==> src/rtl/alarm_clock_ctrl.sv <==
// Alarm clock central controller: 1 Hz timekeeping, minute/hour increment pulses,
// user mode sequencing, alarm time storage and the alarm/snooze state machine.
module alarm_clock_ctrl #(
  parameter int TICKS_PER_SEC = 100000000,
  parameter int SNOOZE_MIN    = 9,
  parameter int RING_MIN      = 10
) (
  input  logic       clk,
  input  logic       reset,
  input  logic       btn_mode,
  input  logic       btn_min,
  input  logic       btn_hour,
  input  logic       snooze,
  input  logic       alarm_en,
  input  logic [5:0] minutes_in,
  input  logic [5:0] hours_in,
  output logic       minute_out,
  output logic       hour_out,
  output logic [1:0] mode,
  output logic [5:0] alarm_min,
  output logic [5:0] alarm_hr,
  output logic       alarm_ring
);

  localparam int PW = (TICKS_PER_SEC > 1) ? $clog2(TICKS_PER_SEC) : 1;
  localparam logic [PW-1:0] PRESC_MAX = PW'(TICKS_PER_SEC - 1);
  localparam int CNT_MAX = (RING_MIN > SNOOZE_MIN) ? RING_MIN : SNOOZE_MIN;
  localparam int CW = (CNT_MAX > 0) ? $clog2(CNT_MAX + 1) : 1;

  localparam logic [1:0] MODE_RUN       = 2'd0;
  localparam logic [1:0] MODE_SET_TIME  = 2'd1;
  localparam logic [1:0] MODE_SET_ALARM = 2'd2;

  localparam logic [1:0] ST_IDLE    = 2'd0;
  localparam logic [1:0] ST_RINGING = 2'd1;
  localparam logic [1:0] ST_SNOOZED = 2'd2;

  logic [PW-1:0] prescaler_q, prescaler_d;
  logic [5:0]    sec_q, sec_d;
  logic [1:0]    mode_q, mode_d;
  logic          minute_out_q, minute_out_d;
  logic          hour_out_q, hour_out_d;
  logic [5:0]    alarm_min_q, alarm_min_d;
  logic [5:0]    alarm_hr_q, alarm_hr_d;
  logic          roll_q;
  logic          match_strobe_q;
  logic [1:0]    state_q, state_d;
  logic [CW-1:0] ring_cnt_q, ring_cnt_d;
  logic [CW-1:0] snooze_cnt_q, snooze_cnt_d;
  logic          ring_q, ring_d;

  logic timing_run;
  logic enter_set_time;
  logic tick;
  logic rollover;
  logic set_time_btn;
  logic set_alarm_btn;
  logic snooze_act;
  logic alarm_hit;

  assign timing_run     = (mode_q != MODE_SET_TIME);
  assign enter_set_time = btn_mode && (mode_q == MODE_RUN);
  assign tick           = timing_run && (prescaler_q == PRESC_MAX);
  assign rollover       = tick && (sec_q == 6'd59);
  assign set_time_btn   = (mode_q == MODE_SET_TIME) && !btn_mode;
  assign set_alarm_btn  = (mode_q == MODE_SET_ALARM) && !btn_mode;
  assign snooze_act     = snooze && !btn_mode;
  // match_strobe lags the rollover pulse so the counter block has already settled
  assign alarm_hit      = match_strobe_q && (minutes_in == alarm_min_q) && (hours_in == alarm_hr_q);

  always_comb begin
    mode_d = mode_q;
    if (btn_mode) begin
      case (mode_q)
        MODE_RUN:      mode_d = MODE_SET_TIME;
        MODE_SET_TIME: mode_d = MODE_SET_ALARM;
        default:       mode_d = MODE_RUN;
      endcase
    end
  end

  always_comb begin
    prescaler_d = prescaler_q;
    sec_d       = sec_q;
    if (!timing_run || enter_set_time) begin
      prescaler_d = '0;
      sec_d       = '0;
    end else if (tick) begin
      prescaler_d = '0;
      sec_d       = (sec_q == 6'd59) ? 6'd0 : sec_q + 6'd1;
    end else begin
      prescaler_d = prescaler_q + 1'b1;
    end
  end

  always_comb begin
    minute_out_d = rollover || (set_time_btn && btn_min);
    hour_out_d   = (rollover && (minutes_in == 6'd59)) || (set_time_btn && btn_hour);
  end

  always_comb begin
    alarm_min_d = alarm_min_q;
    alarm_hr_d  = alarm_hr_q;
    if (set_alarm_btn && btn_min) begin
      alarm_min_d = (alarm_min_q == 6'd59) ? 6'd0 : alarm_min_q + 6'd1;
    end
    if (set_alarm_btn && btn_hour) begin
      alarm_hr_d = (alarm_hr_q == 6'd23) ? 6'd0 : alarm_hr_q + 6'd1;
    end
  end

  always_comb begin
    state_d      = state_q;
    ring_cnt_d   = ring_cnt_q;
    snooze_cnt_d = snooze_cnt_q;
    if (!alarm_en || enter_set_time) begin
      state_d = ST_IDLE;
    end else begin
      case (state_q)
        ST_IDLE: begin
          if (alarm_hit) begin
            state_d    = ST_RINGING;
            ring_cnt_d = CW'(RING_MIN);
          end
        end
        ST_RINGING: begin
          if (snooze_act) begin
            state_d      = ST_SNOOZED;
            snooze_cnt_d = CW'(SNOOZE_MIN);
          end else if (match_strobe_q) begin
            if (ring_cnt_q <= CW'(1)) begin
              state_d    = ST_IDLE;
              ring_cnt_d = '0;
            end else begin
              ring_cnt_d = ring_cnt_q - 1'b1;
            end
          end
        end
        ST_SNOOZED: begin
          if (match_strobe_q) begin
            if (snooze_cnt_q <= CW'(1)) begin
              state_d      = ST_RINGING;
              snooze_cnt_d = '0;
              ring_cnt_d   = CW'(RING_MIN);
            end else begin
              snooze_cnt_d = snooze_cnt_q - 1'b1;
            end
          end
        end
        default: state_d = ST_IDLE;
      endcase
    end
    ring_d = (state_d == ST_RINGING);
  end

  always_ff @(posedge clk or posedge reset) begin
    if (reset) begin
      prescaler_q    <= '0;
      sec_q          <= '0;
      mode_q         <= MODE_RUN;
      minute_out_q   <= 1'b0;
      hour_out_q     <= 1'b0;
      alarm_min_q    <= '0;
      alarm_hr_q     <= '0;
      roll_q         <= 1'b0;
      match_strobe_q <= 1'b0;
      state_q        <= ST_IDLE;
      ring_cnt_q     <= '0;
      snooze_cnt_q   <= '0;
      ring_q         <= 1'b0;
    end else begin
      prescaler_q    <= prescaler_d;
      sec_q          <= sec_d;
      mode_q         <= mode_d;
      minute_out_q   <= minute_out_d;
      hour_out_q     <= hour_out_d;
      alarm_min_q    <= alarm_min_d;
      alarm_hr_q     <= alarm_hr_d;
      roll_q         <= rollover;
      match_strobe_q <= roll_q;
      state_q        <= state_d;
      ring_cnt_q     <= ring_cnt_d;
      snooze_cnt_q   <= snooze_cnt_d;
      ring_q         <= ring_d;
    end
  end

  assign minute_out = minute_out_q;
  assign hour_out   = hour_out_q;
  assign mode       = mode_q;
  assign alarm_min  = alarm_min_q;
  assign alarm_hr   = alarm_hr_q;
  assign alarm_ring = ring_q;

endmodule

==> config.mk <==
export PLATFORM = sky130hd
export DESIGN_NAME = alarm_clock_ctrl
export DESIGN_NICKNAME = d
export VERILOG_FILES = /design/src/rtl/alarm_clock_ctrl.sv
export SDC_FILE = /design/constraint.sdc
export NUM_CORES = 1
export LEC_CHECK = 0
export ABC_CLOCK_PERIOD_IN_PS = 2000
export CAP_MARGIN = 20
export CELL_PAD_IN_SITES_DETAIL_PLACEMENT = 2
export CELL_PAD_IN_SITES_GLOBAL_PLACEMENT = 2
export CORE_AREA = 4 4 107 109
export DETAILED_ROUTE_END_ITERATION = 7
export DIE_AREA = 0 0 111 113
export GPL_TIMING_DRIVEN = 0
export PLACE_DENSITY_LB_ADDON = 0.12
export RECOVER_POWER = 100
export SETUP_SLACK_MARGIN = 0.4
export SLEW_MARGIN = 30
export SYNTH_ARGS = -nofsm -noshare
export SYNTH_HDL_FRONTEND = slang
export SYNTH_SLANG_ARGS = --single-unit
==> constraint.sdc <==
create_clock -name clk -period 2 [get_ports clk]
set_input_delay 0.3 -clock clk [delete_from_list [all_inputs] [get_ports clk]]
set_output_delay 0.3 -clock clk [all_outputs]
set_load 0.02 [all_outputs]
==> results.py, run 1 <==
metrics = {
    "global_routing": {
        "track_usage": 0.1670,
        "grt_max_degree": 27,
        "grt_pass1_vias": 3328,
        "antenna_found_initial": 0,
        "grt_overflow": 0,
        "grt_pass1_wl_microns": 17020,
    },
    "layout": {
        "mostFrequentLayoutCells": "dfrtp_1 (55), nor2_1 (43), nand2_1 (35)",
        "drive_above_1_share": 0.3149,
        "fin_util": 0.4645,
        "synthToLayoutAreaGrowth_pct": 48.81,
        "layout_commonest_cell": "dfrtp_1",
        "antenna_cells": 0,
        "fillers": 1106,
        "fin_nets": 473,
    },
    "critical_path": {
        "r2r_setup_slack_ns": -0.22,
        "crit_path_start": "prescaler_q[9]$_DFF_PP0_",
        "crit_path_max_fanout": 5,
        "max_stage_delay_ns": 0.59,
        "arrival_ns": 2.48,
        "critical_path_class": "register to register",
        "cp-endpoint": "sec_q[5]$_DFFE_PP0P_",
        "start_kind": "register",
        "r2r-end": "sec_q[5]$_DFFE_PP0P_",
        "crit_buf_inv": 0,
        "rr_worst_depth": 5,
        "cp-end-kind": "register",
        "critPathTopFamily": "simple AND/OR/NAND/NOR gates",
        "required_ns": 2.27,
        "crit_slowest_cell": "or4_4",
        "worst_path_most_repeated_cell": "or4_4",
        "cp_num_cells": 5,
        "r2r-start": "prescaler_q[9]$_DFF_PP0_",
        "crit_chain": "nor4b_4 -> nand3_2 -> or4_4 -> or4_4 -> a21oi_2",
    },
    "clock_tree": {
        "htree_levels": 3,
        "path_clk_slew_ns": 0.07,
        "cts_tree": "done",
        "clock_latency_ns": 0.35,
        "cts_root_buf": "clkbuf_8",
        "clock_sinks": 62,
        "cts_buffer_depth": 2,
        "numCtsBuffers": 9,
    },
    "placed_design": {
        "io_buffers": 34,
        "finalWeightedCongestion": 0.7480,
        "dp_hpwl_microns": 6779,
    },
    "yosys": {
        "synth_edf_count": 0,
        "synthDistinctLibCells": 44,
        "synthFlopType": "dfrtp_1",
        "synth.avg_cell_area_sq_um": 9.375,
        "synthSimpleGateAreaFrac": 0.2639,
        "syn_area_sq_um": 3309,
        "synth_compound_area_frac": 0.08885,
        "async_flop_share": 1.000,
        "synthCells": 353,
        "yosys_warnings": 0,
        "synth.top_cell.area_share": 0.4688,
        "synth-seq-area-share": 0.4688,
        "ys_ff_latch": 62,
        "synth_top_family_by_area": "simple AND/OR/NAND/NOR gates",
        "synth-xor-area-share": 0.1085,
        "synth_fa_ha_area_frac": 0.03025,
        "synth_area_leaders": "dfrtp_1 (47%), xor2_1 (5.8%), nor2_1 (5.3%)",
        "synthesis.nets": 380,
        "synth_mux_area_frac": 0.01928,
        "yosys.area.top_type": "dfrtp_1",
    },
    "timing": {
        "timing.fmax_mhz": 451.0,
        "fin_hold_ws_ns": 0.3495,
        "setup_viol": 27,
        "finalCritPeriodShare": 1.109,
        "fin_skew_ns": 0.01103,
        "period_needed_ns": 2.217,
        "max_slew_margin": 0.5060,
        "slew_violations": 0,
        "tightest_slew_ns": 0.7370,
        "grt_setup_unrepaired": "yes",
        "setup_ws_ns": -0.2175,
        "finalHoldViolCount": 0,
        "tns_ns": -1.367,
    },
    "routing": {
        "drt_iter0_drc": 87,
        "via_count": 3031,
        "first_pass_iters": 4,
        "wl_per_cell_microns": 18.69,
        "ant_nets": 0,
        "wl_microns": 11050,
        "vias_per_cell": 5.129,
        "drc": 0,
    },
    "die": {
        "initial_core_util": 0.3121,
        "die_y_microns": 113,
        "dieArea_sq_um": 12540,
        "coreArea_sq_um": 10600,
        "die_x_microns": 111,
        "rows": 38,
        "ioPinCount": 36,
    },
    "outcome": {
        "violations": "setup timing",
        "status": "complete, but fails checks",
    },
    "pwr": {
        "power_mw": 4.093,
        "ir_drop_uv": 447.8,
        "leakage_nw": 2.209,
        "power_density_nw_per_um2": 831.1,
    },
    "worst_hold_path": {
        "holdCritPathClass": "register to register",
        "hold_path_depth": 0,
    },
    "job": {
        "drv_cap": 0,
    },
}
[area by class of cell]
cell class	instances	area, sq um	share of cell area
buffer	6	68.82	0.01397
inverter	12	46.29	0.009400
clock inverter	3	42.54	0.008638
multi-input combinational	274	2122	0.4309
timing repair buffer	81	750.7	0.1524
clock buffer	13	158.9	0.03227
tap	140	175.2	0.03557
sequential	62	1560	0.3168
[routing by layer]
metal | GRT usage | part of all wire | wire [microns]
met5 | 0 | 0 | 0
met4 | 0.05419 | 0.017 | 183
met3 | 0.02674 | 0.026 | 283
met1 | 0.1955 | 0.41 | 4500
met2 | 0.3119 | 0.55 | 6079
[cell usage after synthesis, drive strengths merged, types with 2 or more instances]
master	number
clkbuf	6
o31ai	3
xor2	22
or3	2
dfrtp	62
xnor2	19
nor3	11
nor4bb	2
or4	3
nor4	3
nand2	41
and2	2
nor4b	2
a21oi	9
and4	6
inv	12
nand2b	2
nand4	16
o41ai	3
ha	8
nand3	17
mux2	3
and3	5
nor2	47
o21a	3
nor3b	2
a21o	3
mux2i	3
nor2b	6
o21ai	18
and4b	2
[stage by stage]
stage / cell area (sq um) / setup WS [ns] / cells
after detailed placement: 3938 / -0.6493 / 529
after floorplan: 3371 / -0.06110 / 353
after CTS: 4629 / -0.1278 / 575
after global routing: 4925 / -0.2856 / 591
after global placement: 3886 / -0.7907 / 527
final: 4925 / -0.2175 / 591
[timing repair]
item / CTS / global route
hold buffers: 0 / 0
buffers inserted: 30 / 13
gates cloned: 0 / 3
pin swaps: 23 / 11
endpoints found under the hold margin: 0 / 0
setup endpoints to repair: 71 / 58
gates resized for setup: 71 / 49
[state kept, by name, summed over array words and instances (netlist names)]
register / flops
ring_cnt_q: 4
match_strobe_q: 1
mode: 2
minute_out: 1
sec_q: 6
alarm_min: 6
prescaler_q: 27
state_q: 2
roll_q: 1
snooze_cnt_q: 4
hour_out: 1
alarm_hr: 6
alarm_ring: 1
[how the worst min path moves through the flow]
| stage | startpoint | endpoint | slack, ns |
|---|---|---|---|
| floorplan | roll_q$_DFF_PP0_ | match_strobe_q$_DFF_PP0_ | 0.33 |
| global placement | roll_q$_DFF_PP0_ | match_strobe_q$_DFF_PP0_ | 0.34 |
| detailed placement | roll_q$_DFF_PP0_ | match_strobe_q$_DFF_PP0_ | 0.34 |
| CTS | reset | ring_cnt_q[0]$_DFFE_PP0P_ | 0.28 |
| global route | roll_q$_DFF_PP0_ | match_strobe_q$_DFF_PP0_ | 0.37 |
| finish | roll_q$_DFF_PP0_ | match_strobe_q$_DFF_PP0_ | 0.35 |
[where the power goes]
part / internal [mW] / switching, mW / leakage, nW / total, mW
clock: 0.644 / 0.535 / 0.0996 / 1.18
sequential: 1.37 / 0.167 / 0.829 / 1.53
combinational: 0.704 / 0.678 / 1.28 / 1.38
[logic make-up (layout without fill, tap and decap cells)]
kind of cell	Yosys count	in the layout
AND/OR/NAND/NOR	171	172
flip-flops	62	62
AO/OA/AOI/OAI	47	47
XOR/XNOR	41	41
buffers and inverters	18	115
adder cells (fa/ha/maj)	8	8
multiplexers	6	6
No activity file was read; power rests on OpenSTA's default activity.
==> run 2, diff against run 1 <==
--- a/config.mk
+++ b/config.mk
@@ -14,3 +14,5 @@
 export DIE_AREA = 0 0 111 113
+export GPL_ROUTABILITY_DRIVEN = 1
 export GPL_TIMING_DRIVEN = 0
+export HOLD_SLACK_MARGIN = 0.15
 export PLACE_DENSITY_LB_ADDON = 0.12
--- a/constraint.sdc
+++ b/constraint.sdc
@@ -3,2 +3,2 @@
 set_output_delay 0.3 -clock clk [all_outputs]
-set_load 0.02 [all_outputs]
+set_load 0.1 [all_outputs]
==> run 2 against run 1 <==
Net effect: the flow still finishes with violations (setup timing); register-to-register slack better by 0.04 ns; largest cell class unchanged; clock-buffer cell count is 1 lower; sequential share of layout area is 2.2 points lower; highest routed layer unchanged; critical path type unchanged; clock skew is 0.0013 ns higher.
==> results.py, run 2 (synthesized netlist as in run 1, its figures left out) <==
metrics = {
    "die": {
        "rows": 38,
        "initial_core_util": 0.3121,
        "die_y_microns": 113,
        "die_x_microns": 111,
        "coreArea_sq_um": 10600,
        "dieArea_sq_um": 12540,
        "ioPinCount": 36,
    },
    "timing": {
        "fin_skew_ns": 0.01235,
        "setup_viol": 18,
        "fin_hold_ws_ns": 0.3611,
        "finalHoldViolCount": 0,
        "grt_setup_unrepaired": "yes",
        "timing.fmax_mhz": 459.7,
        "setup_ws_ns": -0.1753,
        "slew_violations": 0,
        "finalCritPeriodShare": 1.088,
        "tns_ns": -1.124,
        "period_needed_ns": 2.175,
        "max_slew_margin": 0.5195,
        "tightest_slew_ns": 0.7159,
    },
    "routing": {
        "wl_per_cell_microns": 20.02,
        "via_count": 3134,
        "drc": 0,
        "wl_microns": 12270,
        "vias_per_cell": 5.113,
        "drt_iter0_drc": 112,
        "ant_nets": 0,
        "first_pass_iters": 4,
    },
    "layout": {
        "regArea_sq_um": 1574,
        "antenna_cells": 0,
        "synthToLayoutAreaGrowth_pct": 61.59,
        "largest_reg_flops": 27,
        "fin_area_sq_um": 5348,
        "fin_util": 0.5044,
        "final_cells": 613,
        "fillers": 1059,
        "mostFrequentLayoutCells": "dfrtp_1 (44), buf_4 (44), nand2_1 (33)",
        "drive_above_1_share": 0.4799,
        "multi_input_area_sq_um": 2342,
        "top_register": "prescaler_q",
        "fin_nets": 495,
    },
    "job": {
        "drv_cap": 0,
    },
    "placed_design": {
        "finalWeightedCongestion": 0.7142,
        "place_area_sq_um": 3973,
        "io_buffers": 34,
        "dp.cells": 529,
        "pre_cts_slack_ns": -0.6324,
        "dp_hpwl_microns": 6772,
    },
    "global_routing": {
        "grt_overflow": 0,
        "grt_pass1_wl_microns": 18750,
        "grt_max_degree": 27,
        "grt_pass1_vias": 3478,
        "track_usage": 0.1893,
        "antenna_found_initial": 0,
    },
    "pwr": {
        "leakage_nw": 2.323,
        "power_mw": 4.903,
        "ir_drop_uv": 611.2,
        "power_density_nw_per_um2": 916.8,
    },
    "critical_path": {
        "critPathTopFamily": "buffers and inverters",
        "crit_chain": "ha_4 -> and4_4 -> nand4_1 -> buf_6 -> buf_6 -> buf_6 -> buf_6 -> buf_6 -> buf_6 -> buf_6 -> buf_6 -> xor2_2 -> nor2_1",
        "crit_buf_inv": 8,
        "rr_worst_depth": 13,
        "max_stage_delay_ns": 0.42,
        "critical_path_class": "register to register",
        "worst_path_most_repeated_cell": "buf_6",
        "crit_path_max_fanout": 3,
        "crit_slowest_cell": "dfrtp_1",
        "cp_num_cells": 13,
        "arrival_ns": 2.47,
        "required_ns": 2.29,
        "start_kind": "register",
        "cp-end-kind": "register",
    },
    "outcome": {
        "violations": "setup timing",
        "status": "complete, but fails checks",
    },
    "worst_hold_path": {
        "holdCritPathClass": "register to register",
        "hold_path_depth": 0,
    },
    "clock_tree": {
        "clock_sinks": 62,
        "numCtsBuffers": 9,
        "htree_levels": 3,
        "clock_latency_ns": 0.36,
        "cts_root_buf": "clkbuf_8",
        "path_clk_slew_ns": 0.08,
        "hold_buffers": 0,
        "cts_tree": "done",
        "cts_buffer_depth": 2,
    },
}
run 2: worst paths after layout:
path	to	startpoint	slack, ns
max	prescaler_q[8]$_DFF_PP0_	prescaler_q[1]$_DFF_PP0_	-0.18
min in group asynchronous	snooze_cnt_q[3]$_DFFE_PP0P_	reset	0.45
min reg2reg	match_strobe_q$_DFF_PP0_	roll_q$_DFF_PP0_	0.36
min	match_strobe_q$_DFF_PP0_	roll_q$_DFF_PP0_	0.36
max reg2reg	prescaler_q[8]$_DFF_PP0_	prescaler_q[1]$_DFF_PP0_	-0.18
max in group asynchronous	alarm_min[2]$_DFFE_PP0P_	reset	0.26
run 2: layout make-up:
class                      count  area share
sequential                    62      0.2943
clock buffer                  12     0.02901
multi-input combinational    273      0.4380
inverter                      12    0.008657
tap                          140     0.03276
buffer                         6     0.01825
clock inverter                 4    0.008423
timing repair buffer         104      0.1706
run 2: timing repair:
item / CTS / global route
gates resized for setup: 185 / 72
pin swaps: 39 / 33
endpoints found under the setup margin: 74 / 63
setup buffers: 33 / 33
cloned: 2 / 0
run 2: per-layer routing:
metal	vias up	GRT usage	routed length, microns
li1	1471	-	-
met1	1614	0.2253	5064
met2	35	0.3390	6750
met3	14	0.04118	251
met4	0	0.06486	207
met5	-	0	0
run 2: report_power, final:
part / total, mW / switching [mW] / leakage [nW] / internal, mW
Clock: 1.18 / 0.538 / 0.106 / 0.638
Combinational: 2.17 / 1.35 / 1.40 / 0.812
Sequential: 1.56 / 0.185 / 0.812 / 1.38
